### src/rtl/cond_exec_seq_pkg.sv
// ---------------------------------------------------------------------------
// cond_exec_seq_pkg
// Shared definitions for the conditional-execution sequencer:
//   - condition code encodings (EQ..AL plus the never-execute code NV)
//   - bit positions of the NZCV flags inside the packed {z,c,n,v} status word
//   - the IT-block state record (3-bit base condition + 5-bit shift window)
//   - a helper that decides whether an IT instruction may start a block
// ---------------------------------------------------------------------------
package cond_exec_seq_pkg;

    typedef enum logic [3:0] {
        EQ = 4'h0,
        NE = 4'h1,
        CS = 4'h2,
        CC = 4'h3,
        MI = 4'h4,
        PL = 4'h5,
        VS = 4'h6,
        VC = 4'h7,
        HI = 4'h8,
        LS = 4'h9,
        GE = 4'hA,
        LT = 4'hB,
        GT = 4'hC,
        LE = 4'hD,
        AL = 4'hE,
        NV = 4'hF
    } cond_e;

    // Status word is packed {z,c,n,v}
    localparam int Z = 3;
    localparam int C = 2;
    localparam int N = 1;
    localparam int V = 0;

    // shift[4] is the low condition bit for the next instruction in the block;
    // shift[3:0] holds the remaining mask, non-zero while the block is live.
    typedef struct packed {
        logic [2:0] base;
        logic [4:0] shift;
    } it_state_t;

    // An IT may open a block only when its mask is non-empty, its firstcond is
    // not NV, no block is already running, and an AL block is exactly one long.
    function automatic logic it_legal(input logic [3:0] firstcond,
                                      input logic [3:0] mask,
                                      input logic       active);
        logic ok;
        ok = (mask != 4'b0000) && (firstcond != 4'b1111) && !active;
        if ((firstcond == 4'b1110) && (mask != 4'b1000))
            ok = 1'b0;
        return ok;
    endfunction

endpackage

### src/rtl/cond_exec_seq_cond_eval.sv
// ---------------------------------------------------------------------------
// cond_eval
// Purely combinational condition-code evaluator.
// Ports:
//   cond   - 4-bit condition code
//   status - flags packed {z,c,n,v}
//   pass   - 1 when the condition holds on the given flags
// ---------------------------------------------------------------------------
module cond_eval
    import cond_exec_seq_pkg::*;
(
    input  logic [3:0] cond,
    input  logic [3:0] status,
    output logic       pass
);

    logic z;
    logic c;
    logic n;
    logic v;

    assign z = status[Z];
    assign c = status[C];
    assign n = status[N];
    assign v = status[V];

    // NV deliberately never passes; it marks a rejected IT travelling as a NOP.
    always_comb begin
        pass = 1'b0;
        case (cond_e'(cond))
            EQ:      pass = z;
            NE:      pass = ~z;
            CS:      pass = c;
            CC:      pass = ~c;
            MI:      pass = n;
            PL:      pass = ~n;
            VS:      pass = v;
            VC:      pass = ~v;
            HI:      pass = c & ~z;
            LS:      pass = ~c | z;
            GE:      pass = (n == v);
            LT:      pass = (n != v);
            GT:      pass = ~z & (n == v);
            LE:      pass = z | (n != v);
            AL:      pass = 1'b1;
            NV:      pass = 1'b0;
            default: pass = 1'b0;
        endcase
    end

endmodule

### src/rtl/cond_exec_seq.sv
// ---------------------------------------------------------------------------
// cond_exec_seq
// Conditional-execution sequencer sitting between decode and execute. It owns
// the NZCV status register and the IT-block state, chooses the effective
// condition for every accepted instruction, registers it into the EX slot and
// evaluates it there against the status register.
// Ports:
//   clk, rst           - clock (rising edge), asynchronous active-high reset
//   in_valid           - decode instruction present
//   in_cond            - instruction's own condition field
//   in_set_flags       - instruction writes flags (S bit)
//   in_is_it           - instruction is an IT
//   in_it_firstcond    - IT firstcond field
//   in_it_mask         - IT mask field
//   stall              - freeze all state
//   flush              - pipeline redirect, drops decode and the IT block
//   alu_flags          - flags produced by the EX instruction, {z,c,n,v}
//   ex_valid, ex_cond  - EX slot occupancy and its effective condition
//   ex_exec            - EX instruction passes its condition
//   ex_wr_flags        - EX instruction executes and writes flags
//   status             - status register {z,c,n,v}
//   it_active          - an IT block is in progress
//   it_error           - one-cycle pulse after an illegal IT was accepted
// ---------------------------------------------------------------------------
module cond_exec_seq
    import cond_exec_seq_pkg::*;
#(
    parameter logic [3:0] AL_COND = 4'b1110
)(
    input  logic       clk,
    input  logic       rst,
    input  logic       in_valid,
    input  logic [3:0] in_cond,
    input  logic       in_set_flags,
    input  logic       in_is_it,
    input  logic [3:0] in_it_firstcond,
    input  logic [3:0] in_it_mask,
    input  logic       stall,
    input  logic       flush,
    input  logic [3:0] alu_flags,
    output logic       ex_valid,
    output logic [3:0] ex_cond,
    output logic       ex_exec,
    output logic       ex_wr_flags,
    output logic [3:0] status,
    output logic       it_active,
    output logic       it_error
);

    logic       ex_valid_q, ex_valid_d;
    logic [3:0] ex_cond_q, ex_cond_d;
    logic       ex_sf_q, ex_sf_d;
    logic [3:0] status_q, status_d;
    it_state_t  it_q, it_d;
    logic       it_error_q, it_error_d;

    logic       cond_pass;
    logic [3:0] eff_cond;
    logic       it_ok;

    cond_eval u_cond_eval (
        .cond   (ex_cond_q),
        .status (status_q),
        .pass   (cond_pass)
    );

    // State register: everything clears on reset, which also abandons any
    // IT block in progress.
    always_ff @(posedge clk or posedge rst) begin
        if (rst) begin
            ex_valid_q <= 1'b0;
            ex_cond_q  <= 4'b0000;
            ex_sf_q    <= 1'b0;
            status_q   <= 4'b0000;
            it_q       <= '0;
            it_error_q <= 1'b0;
        end else begin
            ex_valid_q <= ex_valid_d;
            ex_cond_q  <= ex_cond_d;
            ex_sf_q    <= ex_sf_d;
            status_q   <= status_d;
            it_q       <= it_d;
            it_error_q <= it_error_d;
        end
    end

    // Next-state logic. The flag commit belongs to the instruction already in
    // EX, so it is decided independently of flush; only stall suppresses it.
    // Flush outranks stall so a redirect always empties the slot and the block.
    always_comb begin
        ex_valid_d = ex_valid_q;
        ex_cond_d  = ex_cond_q;
        ex_sf_d    = ex_sf_q;
        status_d   = status_q;
        it_d       = it_q;
        it_error_d = 1'b0;

        eff_cond = it_active ? {it_q.base, it_q.shift[4]} : in_cond;
        it_ok    = it_legal(in_it_firstcond, in_it_mask, it_active);

        if (ex_wr_flags && !stall)
            status_d = alu_flags;

        if (flush) begin
            ex_valid_d = 1'b0;
            it_d       = '0;
        end else if (!stall) begin
            if (in_valid) begin
                ex_valid_d = 1'b1;
                if (in_is_it) begin
                    ex_sf_d = 1'b0;
                    if (it_ok) begin
                        ex_cond_d = AL_COND;
                        it_d.base  = in_it_firstcond[3:1];
                        it_d.shift = {in_it_firstcond[0], in_it_mask};
                    end else begin
                        // Rejected IT rides through EX as a never-executing NOP.
                        ex_cond_d  = NV;
                        it_error_d = 1'b1;
                    end
                end else begin
                    ex_cond_d = eff_cond;
                    ex_sf_d   = in_set_flags;
                    // The terminating 1 in the mask reaching bit 3 means this
                    // was the last slot of the block.
                    if (it_active) begin
                        if (it_q.shift[3:0] == 4'b1000)
                            it_d.shift = 5'b00000;
                        else
                            it_d.shift = {it_q.shift[3:0], 1'b0};
                    end
                end
            end else begin
                ex_valid_d = 1'b0;
            end
        end
    end

    // Outputs are derived from registered state only.
    always_comb begin
        ex_valid    = ex_valid_q;
        ex_cond     = ex_cond_q;
        ex_exec     = ex_valid_q & cond_pass;
        ex_wr_flags = ex_valid_q & cond_pass & ex_sf_q;
        status      = status_q;
        it_active   = (it_q.shift[3:0] != 4'b0000);
        it_error    = it_error_q;
    end

endmodule

### config.mk
export PLATFORM = sky130hd
export DESIGN_NAME = cond_exec_seq
export DESIGN_NICKNAME = d
export VERILOG_FILES = /design/src/rtl/cond_exec_seq_pkg.sv /design/src/rtl/cond_exec_seq_cond_eval.sv /design/src/rtl/cond_exec_seq.sv
export SDC_FILE = /design/constraint.sdc
export NUM_CORES = 1
export LEC_CHECK = 0
export BUFFER_PORTS_ARGS = -buffer_cell sky130_fd_sc_hd__clkbuf_2
export CAP_MARGIN = 5
export CORE_ASPECT_RATIO = 0.5
export CORE_MARGIN = 5
export CORE_UTILIZATION = 40
export CTS_BUF_LIST = sky130_fd_sc_hd__clkbuf_4
export DETAILED_ROUTE_END_ITERATION = 8
export SLEW_MARGIN = 20
export SYNTH_ARGS = -nofsm -noshare
export SYNTH_HDL_FRONTEND = slang
export SYNTH_SLANG_ARGS = --single-unit
### constraint.sdc
create_clock -name clk -period 4.7 [get_ports clk]
set_input_delay 0.47 -clock clk [delete_from_list [all_inputs] [get_ports clk]]
set_output_delay 0.47 -clock clk [all_outputs]
set_load 0.005 [all_outputs]
# --- Word-level counts from Yosys, hierarchy flattened ---
# Index checks and enable logic that the tools add are counted.
totals:
  word_cells: 80
  out_inout_bits: 13
  in_bits: 23
  reg_bits: 19
classes:
  eq_ne: 23
  reduce_logical: 16
  mux: 22
  bitwise_logic: 12
ops:
  columns: ["operator", "n"]
  rows:
  - ["== test 4 bit, second input constant", 10]
  - ["2-to-1 mux 8 bit", 4]
  - ["== test 4 x 3 -> 1 bit, second input constant", 4]
  - ["case mux 1 bit (16 select lines)", 1]
  - ["2-to-1 mux 5 bit", 3]
  - ["2-to-1 mux 1 bit", 11]
  - ["== test 4 x 2 -> 1 bit, second input constant", 2]
  - ["2-to-1 mux 4 bit", 2]
  - ["!= test 4 bit, second input constant", 2]
  - ["AND reduction 4 bit", 2]
  - ["nonzero test 4 bit", 2]
  - ["inverter 1 bit", 6]
  - ["nonzero test 2 bit", 3]
  - ["bitwise AND 1 bit", 4]
  - ["== test 4 x 1 -> 1 bit, second input constant", 1]
  - ["logical AND 1 bit", 4]
  - ["zero test 4 bit", 1]
  - ["2-to-1 mux 3 bit", 1]
  - ["!= test 3 x 1 -> 1 bit, second input constant", 1]
  - ["AND reduction 3 bit", 1]
  - ["nonzero test 3 bit", 1]
  - ["zero test 1 bit", 2]
  - ["!= test 2 x 1 -> 1 bit, second input constant", 1]
  - ["bitwise OR 1 bit", 2]
  - ["other kinds (2)", 2]

# --- Logic depth before layout (Yosys ltp) ---
# Gate-level depths: netlist of run 1.
logic_depth:
  word_depth: 9
  mapped_depth: 6
  ltp_nobuf: 5

# --- By module ---
# Synthesis of run 1 repeated with hierarchy kept, for this count alone.
unflattened:
  cells_unflattened: 110
  hier_area_um2: 1091.0
modules_own_cells:
  columns: ["module", "seq_area_each_um2", "area_per_inst_um2", "instances", "cells_per_inst"]
  rows:
  - ["cond_exec_seq", 475.5, 935.9, 1, 87]
  - ["cond_eval", 0.0, 155.1, 1, 23]

# --- Worst setup path before layout of run 1 ---
# No wires, ideal clock.
synth_path:
  path_kind: "register to output"
  startpoint: "reg ex_cond_q[1], in the netlist ex_cond[1]"
  endpoint: "out ex_wr_flags"
  path_slack_ns: 2.672
  t_required_ns: 4.230
  path_stages_with_launch: 7
  t_arrival_ns: 1.558
  path_cell_list: "dfrtp_1 -> clkbuf_1 -> mux2i_1 -> mux2i_1 -> o211ai_1 -> a21oi_1 -> nor3b_1"
synth_via:
  elab_chain_cells: 4
synth_lines:
  columns: ["element", "line_no", "source"]
  rows:
  - ["start, declared", "cond_exec_seq.sv:51", "logic [3:0] ex_cond_q, ex_cond_d;"]
  - ["start signal, assigned", "cond_exec_seq.sv:79", "ex_cond_q <= ex_cond_d;"]
  - ["== test 4 bit, or another cell as far along", "cond_exec_seq_cond_eval.sv:30", "case (cond_e'(cond))"]
  - ["case mux 1 bit (16 select lines) *", "cond_exec_seq_cond_eval.sv:30", null]
  - ["bitwise AND 1 bit * (2 in a row)", "cond_exec_seq.sv:144", "ex_wr_flags = ex_valid_q & cond_pass & ex_sf_q;"]
  - ["end, declared", "cond_exec_seq.sv:44", "output logic ex_wr_flags,"]
# Mark *: on every way between the ends. The rest lies on a longest branch, timed or not.

# --- Final worst setup path of run 1 ---
# Ends and elaborated chain as after synthesis.

==> run summary, run 1 <==
outcome = finished clean
fillcell total = 285
Final Hold Viols = 0
core area = 2680 um2
DR WL/cell = 13.2 um
total gr overflow = 0
Multi-input gate area = 627 um2
Cell Area, Synth = 1170 um2
vias per inst = 5.25
diode count = 0
drt pass-1 iters = 5
commonest cells after routing, fill and taps aside = clkbuf_2, dfrtp_1, nand2_1
net count after synthesis = 159
nets = 193
largest net degree at the start of global routing = 20
largest family of logic cells by synthesized area = simple AND/OR/NAND/NOR gates
DR vias = 1,082
xor and xnor area share after synthesis = 0.0150
clock skew = 0.00209 ns
Setup WS post-layout = 2.16 ns
share of layout cells above drive strength 1 = 0.254
initial antenna violation count = 0
CTS Sinks = 19
clk slew on worst S/H paths = 0.11 ns
peak supply drop = 0.143 mV
synth warn = 0
Syn Area/Cell = 8.58 um2
num rows = 13
f_max = 394 MHz
sequential area share after synthesis = 0.407
Final period util = 0.540
Worst Tran Pin Value = 0.732 ns
Iter 0 DRT Violations = 32
Initial Utilization = 0.435
total negative slack = 0 ns
Setup violations, final = 0
crit path max fanout = 10
Hold WC Path Type = primary input to async pin
# resized after CTS = 0
DRC viols = 0
first-pass GRT wire length = 4730 um
Compound-Gate Fraction of Synth Area = 0.190
RSZ-0062 raised after global routing = false
Rel. slew slack = 0.512
synth unique cells = 35
final wirelength = 2730 um
largest area contributor in the synthesized netlist = dfrtp_1
crit path launch type = flip-flop
num ports = 36
Root Buffer = clkbuf_4
post-synthesis mux area share = 0.0954
crit path DAT = 2.07 ns
Tot GR Track Use = 0.149
TritonCTS clock tree = built
buffers added on ports = 35
sequential cell area = 475 um2
die area = 4160 um2
critical path type = flip-flop to output port
area grow syn2layout = 19.5%
Simple-Gate Fraction of Synth Area = 0.237
Adder-Cell Fraction of Synth Area = 0
cells after synthesis = 136
commonest non-fill, non-tap cell in the layout = clkbuf_2
clock tree buffer depth = 2
cts bufs inserted = 3
leakage dissipation = 0.727 nW
H-Tree Depth = 1
CP endpoint kind = output port
fin crit period = 2.54 ns
vias in the first global route = 1,036
#FFs+latches synth = 19
Final GP Congestion = 0.828
MaxCap Viol Count = 0
worst endpoint required time = 4.23 ns
PD cells = 336 nW/um2
die width = 86.4 um
cts hold-fix bufs = 0
Synth area leaders = dfrtp_1, mux2i_1, a21oi_1
Final Slew Violations = 0
postcts setup bufs = 0
clk_lat worst skew = 0.30 ns
post-route antenna net violation count = 0
Post-Place Worst Slack = 2.51 ns
die height = 48.2 um
Yosys top cell area share = 0.407
DPL Wire Length = 2120 um
[cells in the mapped netlist]
master     count
dfrtp_1       19
nand2_1       14
nor2_1        13
a21oi_1       11
inv_1         11
mux2i_1       10
nor3_1         8
o21ai_0        7
clkbuf_1       5
nand2b_1       4
o22ai_1        4
nor3b_1        3
nand3_1        2
nor2b_1        2
or4_1          2
xor2_1         2
a211o_1        1
a211oi_1       1
a31oi_1        1
and2b_1        1
and3b_1        1
buf_2          1
mux2_2         1
nor4_1         1
nor4_4         1
o211a_1        1
o211ai_1       1
o211ai_2       1
o21a_1         1
o221ai_1       1
o22ai_2        1
o2bb2ai_1      1
o311ai_0       1
o31ai_1        1
or3_1          1
[area by class of cell]
| type | count | area share |
|---|---|---|
| Multi-Input combinational cell | 100 | 0.449 |
| Sequential cell | 19 | 0.341 |
| Timing Repair Buffer | 35 | 0.126 |
| Tap cell | 37 | 0.0332 |
| Inverter | 11 | 0.0296 |
| Clock buffer | 4 | 0.0215 |
[state kept, by name, indices dropped and copies added (netlist names)]
signal,cells
it_q,8
ex_cond,4
status,4
ex_valid,1
ex_sf_q,1
it_error,1
[logic make-up after synthesis]
logic type             after synthesis
AND/OR/NAND/NOR                     53
multiplexers                        11
buffers and inverters               17
XOR/XNOR                             2
AO/OA/AOI/OAI                       34
flip-flops                          19
[per-stage QoR]
step                      total power [mW]  hold slack [ns]  std cells  cell area [um2]   util
after CTS                            0.474            0.271        206             1400  0.520
after detailed placement             0.383            0.518        202             1370  0.509
final                                0.469            0.251        206             1400  0.520
after global placement               0.381            0.512        202             1370  0.509
after floorplan                      0.326            0.421        136             1170      -
after global routing                 0.505            0.323        206             1400  0.520
[worst max-delay path, cell delays in order, from the launching register on]
cell and delay [ns]:
dfrtp_1 0.54, mux2i_1 0.26, mux2i_1 0.25, o211ai_1 0.12
a21oi_1 0.37, nor3b_1 0.10, clkbuf_2 0.13
[routing by layer]
| layer | GRT usage | share of wire | up-vias |
|---|---|---|---|
| met5 | 0 | 0 | - |
| met4 | 0.0373 | 0.0070 | 0 |
| met3 | 0.0489 | 0.052 | 2 |
| met2 | 0.248 | 0.44 | 25 |
| met1 | 0.194 | 0.50 | 507 |
| li1 | - | - | 548 |
[worst paths after layout]
path,startpoint,endpoint,slack (ns),depth (start not counted)
max,ex_cond[1]$_DFFE_PP0P_,ex_wr_flags,2.16,6
min,rst,it_q[3]$_DFFE_PP0P_,0.25,2
max reg2reg,it_q[0]$_DFFE_PP0P_,it_q[0]$_DFFE_PP0P_,2.58,5
min reg2reg,it_q[5]$_DFFE_PP0P_,it_q[5]$_DFFE_PP0P_,0.54,2
max in group asynchronous,rst,it_q[6]$_DFFE_PP0P_,3.99,2
min in group clk,in_set_flags,ex_sf_q$_DFFE_PP0P_,0.39,3
[power by group]
part | leakage, nW | internal (mW) | switching [mW]
Sequential | 0.248 | 0.185 | 0.0389
Clock | 0.0184 | 0.0389 | 0.0535
Combinational | 0.461 | 0.0744 | 0.0781
Total | 0.727 | 0.298 | 0.170
No activity file was read; power rests on OpenSTA's default activity.
==> run 2: changes to the inputs <==
Settings changed: PLACE_DENSITY set to 0.67.
Clock period 4.7 ns to 2.11 ns, I/O delays scaled along.
==> run 2 against run 1 <==
Compared with the run above:
- the flow now finishes with violations (hold timing)
- clock skew up 0.0079 ns
- count of clock-buffer cells in the layout down 1
- sequential power up 120%
- via count up 5.4%
- non-clock buffer count up 8
- largest power group unchanged
- critical endpoint unchanged
- power up 140%
- first-iteration DRC count up 9.4%
==> run summary, run 2 (same netlist as run 1, synthesis figures left out) <==
outcome = finished, violations left (was finished clean)
violated checks = hold timing
total gr overflow = 0 (unchanged)
clk slew on worst S/H paths = 0.12 ns (was 0.11 ns)
clk_lat worst skew = 0.31 ns (was 0.30 ns)
H-Tree Depth = 1 (unchanged)
num rows = 13 (unchanged)
clock skew = 0.0100 ns (was 0.00209 ns)
DPL Wire Length = 2250 um (was 2120 um)
cts bufs inserted = 3 (unchanged)
crit path max fanout = 6 (was 10)
CTS Sinks = 19 (unchanged)
Final GP Congestion = 0.818 (was 0.828)
CP bufs+invs = 2 (was 1)
commonest cells after routing, fill and taps aside = clkbuf_2, dfrtp_1, nand2_1 (unchanged)
die width = 86.4 um (unchanged)
fillcell total = 269 (was 285)
drt pass-1 iters = 4 (was 5)
crit path DAT = 1.81 ns (was 2.07 ns)
CP Cell Sequence = buf_4, nand2b_1, mux2i_1, o211ai_1, a21oi_2, nor3b_2, clkbuf_2 (was mux2i_1, mux2i_1, o211ai_1, a21oi_1, nor3b_1, clkbuf_2)
total negative slack = 0 ns (unchanged)
critical path type = flip-flop to output port (unchanged)
post-route antenna net violation count = 0 (unchanged)
Iter 0 DRT Violations = 35 (was 32)
Switching Fraction = 0.370 (was 0.364)
core area = 2680 um2 (unchanged)
WHS = -0.0158 ns (was 0.251 ns)
nets = 201 (was 193)
Final period util = 0.956
Tot GR Track Use = 0.150 (was 0.149)
Tot Pwr = 1.13 mW (was 0.469 mW)
clock tree buffer depth = 2 (unchanged)
vias in the first global route = 1,085 (was 1,036)
fin crit period = 2.02 ns
Sw Pwr = 0.417 mW (was 0.170 mW)
Top delay family on crit path = flip-flops (unchanged)
Most flops, register = it_q (unchanged)
f_max = 496 MHz
TritonCTS clock tree = built (unchanged)
Hold WC Path Type = primary input to async pin (unchanged)
share of layout cells above drive strength 1 = 0.322 (was 0.254)
Setup WS post-layout = 0.0937 ns (was 2.16 ns)
leakage dissipation = 0.764 nW (was 0.727 nW)
Layout Cells excl Fill = 214 (was 206)
Final Hold Viols = 19 (was 0)
Initial Utilization = 0.435 (unchanged)
commonest non-fill, non-tap cell in the layout = clkbuf_2 (unchanged)
Final Slew Violations = 0 (unchanged)
Reg power frac = 0.435 (was 0.478)
clock share of power = 0.175 (was 0.197)
slowest cell on the critical path = dfrtp_2 (was dfrtp_1)
final wirelength = 2890 um (was 2730 um)
DR WL/cell = 13.5 um (was 13.2 um)
number of flip-flops under the largest register name = 8 (unchanged)
vias per inst = 5.33 (was 5.25)
die area = 4160 um2 (unchanged)
fin util = 0.552 (was 0.520)
Root Buffer = clkbuf_4 (unchanged)
delay of the slowest cell on the worst path = 0.47 ns (was 0.54 ns)
DRC viols = 0 (unchanged)
Setup violations, final = 0 (unchanged)
MaxCap Viol Count = 0 (unchanged)
diode count = 0 (unchanged)
CP endpoint kind = output port (unchanged)
PD cells = 760 nW/um2 (was 336 nW/um2)
initial antenna violation count = 0 (unchanged)
first-pass GRT wire length = 4760 um (was 4730 um)
worst endpoint required time = 1.90 ns (was 4.23 ns)
largest net degree at the start of global routing = 20 (unchanged)
num ports = 36 (unchanged)
Internal Power = 0.710 mW (was 0.298 mW)
DR vias = 1,140 (was 1,082)
peak supply drop = 0.359 mV (was 0.143 mV)
buffers added on ports = 35 (unchanged)
crit path launch type = flip-flop (unchanged)
Worst Tran Pin Value = 0.735 ns (was 0.732 ns)
Post-Place Worst Slack = 0.223 ns (was 2.51 ns)
cts hold-fix bufs = 0 (unchanged)
Rel. slew slack = 0.510 (was 0.512)
Comb power frac = 0.389 (was 0.325)
area grow syn2layout = 27.0% (was 19.5%)
RSZ-0062 raised after global routing = true (was false)
placed insts = 205 (was 202)
die height = 48.2 um (unchanged)
[run 2: through the flow]
stage	hold WS, ns	cell area (um2)
2_1_floorplan	0.162	1170
3_3_place_gp	0.351	1390
3_5_place_dp	0.355	1390
4_1_cts	0.00209	1440
5_1_grt	0.0206	1480
6_report	-0.0158	1480
[run 2: path summary, 6_finish.rpt]
| kind | startpoint | to | slack, ns | cells past startpoint |
|---|---|---|---|---|
| setup reg to reg | it_q[1]$_DFFE_PP0P_ | it_q[5]$_DFFE_PP0P_ | 0.26 | 5 |
| hold / removal | rst | ex_cond[2]$_DFFE_PP0P_ | -0.02 | 2 |
| setup / recovery | ex_cond[0]$_DFFE_PP0P_ | ex_wr_flags | 0.09 | 7 |
| hold reg to reg | it_q[7]$_DFFE_PP0P_ | it_q[7]$_DFFE_PP0P_ | 0.55 | 2 |
| max in group asynchronous | rst | ex_cond[1]$_DFFE_PP0P_ | 1.61 | 2 |
| min in group clk | alu_flags[0] | status[0]$_DFFE_PP0P_ | 0.13 | 3 |
[run 2: power by group through the flow]
| stage | logic [mW] | registers [mW] | clock network [mW] |
|---|---|---|---|
| after floorplan | 0.252 | 0.474 | 0 |
| after global placement | 0.366 | 0.500 | 0 |
| after detailed placement | 0.375 | 0.502 | 0 |
| after CTS | 0.396 | 0.495 | 0.204 |
| after global routing | 0.486 | 0.503 | 0.225 |
| final | 0.439 | 0.491 | 0.198 |
[run 2: metal layers]
layer / wire, um / GRT usage / vias up
met5: 0 / 0 / -
met4: 18 / 0.0373 / 0
met3: 148 / 0.0455 / 5
met2: 1440 / 0.289 / 28
met1: 1280 / 0.170 / 543
li1: - / - / 564
[run 2: layout make-up]
| cell class | count | area (um2) | share of cell area |
|---|---|---|---|
| multi-input cells | 100 | 648 | 0.437 |
| flip-flops and latches | 19 | 478 | 0.322 |
| repair buffers | 43 | 239 | 0.161 |
| well taps | 37 | 46.3 | 0.0312 |
| inverters | 11 | 41.3 | 0.0278 |
| clock buffers | 3 | 22.5 | 0.0152 |
| clock inverters | 1 | 7.51 | 0.00506 |
[run 2: timing repair]
action / in CTS / in global routing
setup buffers: 2 / 3
pin swaps: 0 / 1
setup endpoints to repair: 2 / 2
gates resized for setup: 3 / 8
==> run 3: changes to the inputs <==
Settings changed: CORE_ASPECT_RATIO 0.5 to not set, GPL_TIMING_DRIVEN set to 0.
Clock period 2.11 ns to 1.6 ns, I/O delays scaled along.
==> run 3 against run 2 <==
Compared with the run above:
- via count is 9.8% higher
- cell count up 6.5%
- sequential share of layout area fell by 4.9 points
- largest cell class unchanged
- die area shrank 1.6%
- the flow finishes with violations (setup timing)
==> run summary, run 3 (same netlist as run 1, synthesis figures left out) <==
outcome = finished, violations left (unchanged)
violated checks = setup timing (was hold timing)
crit path launch type = flip-flop (unchanged)
clock skew = 0.00109 ns (was 0.0100 ns)
Most flops, register = it_q (unchanged)
initial antenna violation count = 0 (unchanged)
cts bufs inserted = 3 (unchanged)
clk slew on worst S/H paths = 0.10 ns (was 0.12 ns)
placed insts = 202 (was 205)
Final Hold Viols = 0 (was 19)
RSZ-0062 raised after global routing = true (unchanged)
Final period util = 1.24
crit path DAT = 1.82 ns (was 1.81 ns)
f_max = 505 MHz
Rel. slew slack = 0.542 (was 0.510)
num ports = 36 (unchanged)
first-pass GRT wire length = 5720 um (was 4760 um)
TritonCTS clock tree = built (unchanged)
post-route antenna net violation count = 0 (unchanged)
die width = 64.0 um (was 86.4 um)
Final Slew Violations = 0 (unchanged)
die area = 4100 um2 (was 4160 um2)
fin util = 0.629 (was 0.552)
Sw Pwr = 0.660 mW (was 0.417 mW)
commonest non-fill, non-tap cell in the layout = clkbuf_2 (unchanged)
vias in the first global route = 1,299 (was 1,085)
largest net degree at the start of global routing = 20 (unchanged)
DPL Wire Length = 2250 um (about the same)
Internal Power = 1.13 mW (was 0.710 mW)
Tot GR Track Use = 0.167 (was 0.150)
CTS Sinks = 19 (unchanged)
buffers added on ports = 35 (unchanged)
Hold WC Path Type = primary input to flip-flop (was primary input to async pin)
DRC viols = 0 (unchanged)
H-Tree Depth = 1 (unchanged)
clock tree buffer depth = 2 (unchanged)
Switching Fraction = 0.369 (was 0.370)
num rows = 19 (was 13)
MaxCap Viol Count = 0 (unchanged)
Root Buffer = clkbuf_4 (unchanged)
core area = 2780 um2 (was 2680 um2)
vias per inst = 5.49 (was 5.33)
number of flip-flops under the largest register name = 8 (unchanged)
Initial Utilization = 0.420 (was 0.435)
share of layout cells above drive strength 1 = 0.467 (was 0.322)
Comb power frac = 0.493 (was 0.389)
commonest cells after routing, fill and taps aside = clkbuf_2, buf_4, dfrtp_1 (was clkbuf_2, dfrtp_1, nand2_1)
final wirelength = 3400 um (was 2890 um)
DR WL/cell = 14.9 um (was 13.5 um)
nets = 221 (was 201)
drt pass-1 iters = 4 (unchanged)
peak supply drop = 0.806 mV (was 0.359 mV)
leakage dissipation = 0.888 nW (was 0.764 nW)
PD cells = 1020 nW/um2 (was 760 nW/um2)
crit path max fanout = 6 (unchanged)
diode count = 0 (unchanged)
area grow syn2layout = 49.9% (was 27.0%)
die height = 64.0 um (was 48.2 um)
Layout Cells excl Fill = 228 (was 214)
critical path type = flip-flop to output port (unchanged)
total gr overflow = 0 (unchanged)
DR vias = 1,252 (was 1,140)
clk_lat worst skew = 0.29 ns (was 0.31 ns)
Final GP Congestion = 0.873 (was 0.818)
worst endpoint required time = 1.44 ns (was 1.90 ns)
Setup violations, final = 12 (was 0)
fin crit period = 1.98 ns
Reg power frac = 0.376 (was 0.435)
Setup WS post-layout = -0.382 ns (was 0.0937 ns)
Worst Tran Pin Value = 0.686 ns (was 0.735 ns)
CP endpoint kind = output port (unchanged)
clock share of power = 0.131 (was 0.175)
Iter 0 DRT Violations = 88 (was 35)
==> run 3: changes by cell type in the layout (fill, tap and decap cells not counted), sizes merged <==
| cell | previous run | this run |
|---|---|---|
| clkbuf | 38 | 39 |
| clkinv | 0 | 1 |
| dlygate4sd3 | 0 | 1 |
| buf | 8 | 26 |
| clkinvlp | 1 | 0 |
==> run 3: layout make-up <==
| class | count | area [um2] |
|---|---|---|
| clock inverter | 1 | 5.00 |
| tap | 31 | 38.8 |
| inverter | 11 | 43.8 |
| fill | 246 | 1030 |
| clock buffer | 3 | 22.5 |
| buffer | 5 | 41.3 |
| sequential | 19 | 479 |
| multi-input combinational | 100 | 762 |
| timing repair buffer | 58 | 358 |
==> run 3: worst paths after layout <==
path                       slack [ns]                    end                    from  depth (start not counted)
max                             -0.38                ex_exec  ex_cond[0]$_DFFE_PP0P_                          8
min                              0.10  status[3]$_DFFE_PP0P_            alu_flags[3]                          3
max reg2reg                     -0.24  status[1]$_DFFE_PP0P_  ex_cond[2]$_DFFE_PP0P_                          5
min reg2reg                      0.54    it_q[7]$_DFFE_PP0P_     it_q[7]$_DFFE_PP0P_                          2
max in group asynchronous        0.63  status[2]$_DFFE_PP0P_                     rst                          3
min in group asynchronous        0.50     it_error$_DFF_PP0_                     rst                          3
==> run 3: repair_timing <==
item | in CTS | in global routing
setup buffers | 18 | 9
hold buffers | 1 | 0
setup endpoints to repair | 16 | 16
pin swaps | 7 | 17
endpoints found under the hold margin | 19 | 0
resized for setup | 17 | 28
==> run 3: per-layer routing <==
layer | up-vias | track usage | part of all wire
met4 | 0 | 0.0623 | 0.015
li1 | 604 | - | -
met1 | 597 | 0.202 | 0.43
met5 | - | 0 | 0
met2 | 43 | 0.281 | 0.49
met3 | 8 | 0.0455 | 0.067
==> run 3: critical path, cell delays in order (launching register included) <==
cell,delay [ns]
dfrtp_1,0.42
buf_8,0.15
buf_6,0.12
nand2b_4,0.13
mux2i_2,0.19
o211ai_1,0.14
a21oi_2,0.18
nor2_1,0.07
buf_2,0.13
==> run 3: per-stage QoR <==
stage               worst slack, ns  TNS, ns  hold slack (ns)  power [mW]  cell area [um2]
floorplan                    -0.290    -1.44            0.111       0.978             1190
global placement             -0.489    -3.94            0.283        1.14             1400
detailed placement           -0.508    -4.22            0.283        1.16             1400
CTS                          -0.333    -2.70           0.0974        1.61             1640
global route                 -0.468    -3.33           0.0909        1.90             1750
finish                       -0.382    -2.25            0.101        1.79             1750
==> run 3: power by group through the flow <==
stage	Clock [mW]	Combinational, mW	Sequential (mW)
floorplan	0	0.350	0.627
global placement	0	0.501	0.642
detailed placement	0	0.512	0.647
CTS	0.242	0.723	0.649
global route	0.264	0.951	0.684
finish	0.234	0.882	0.674
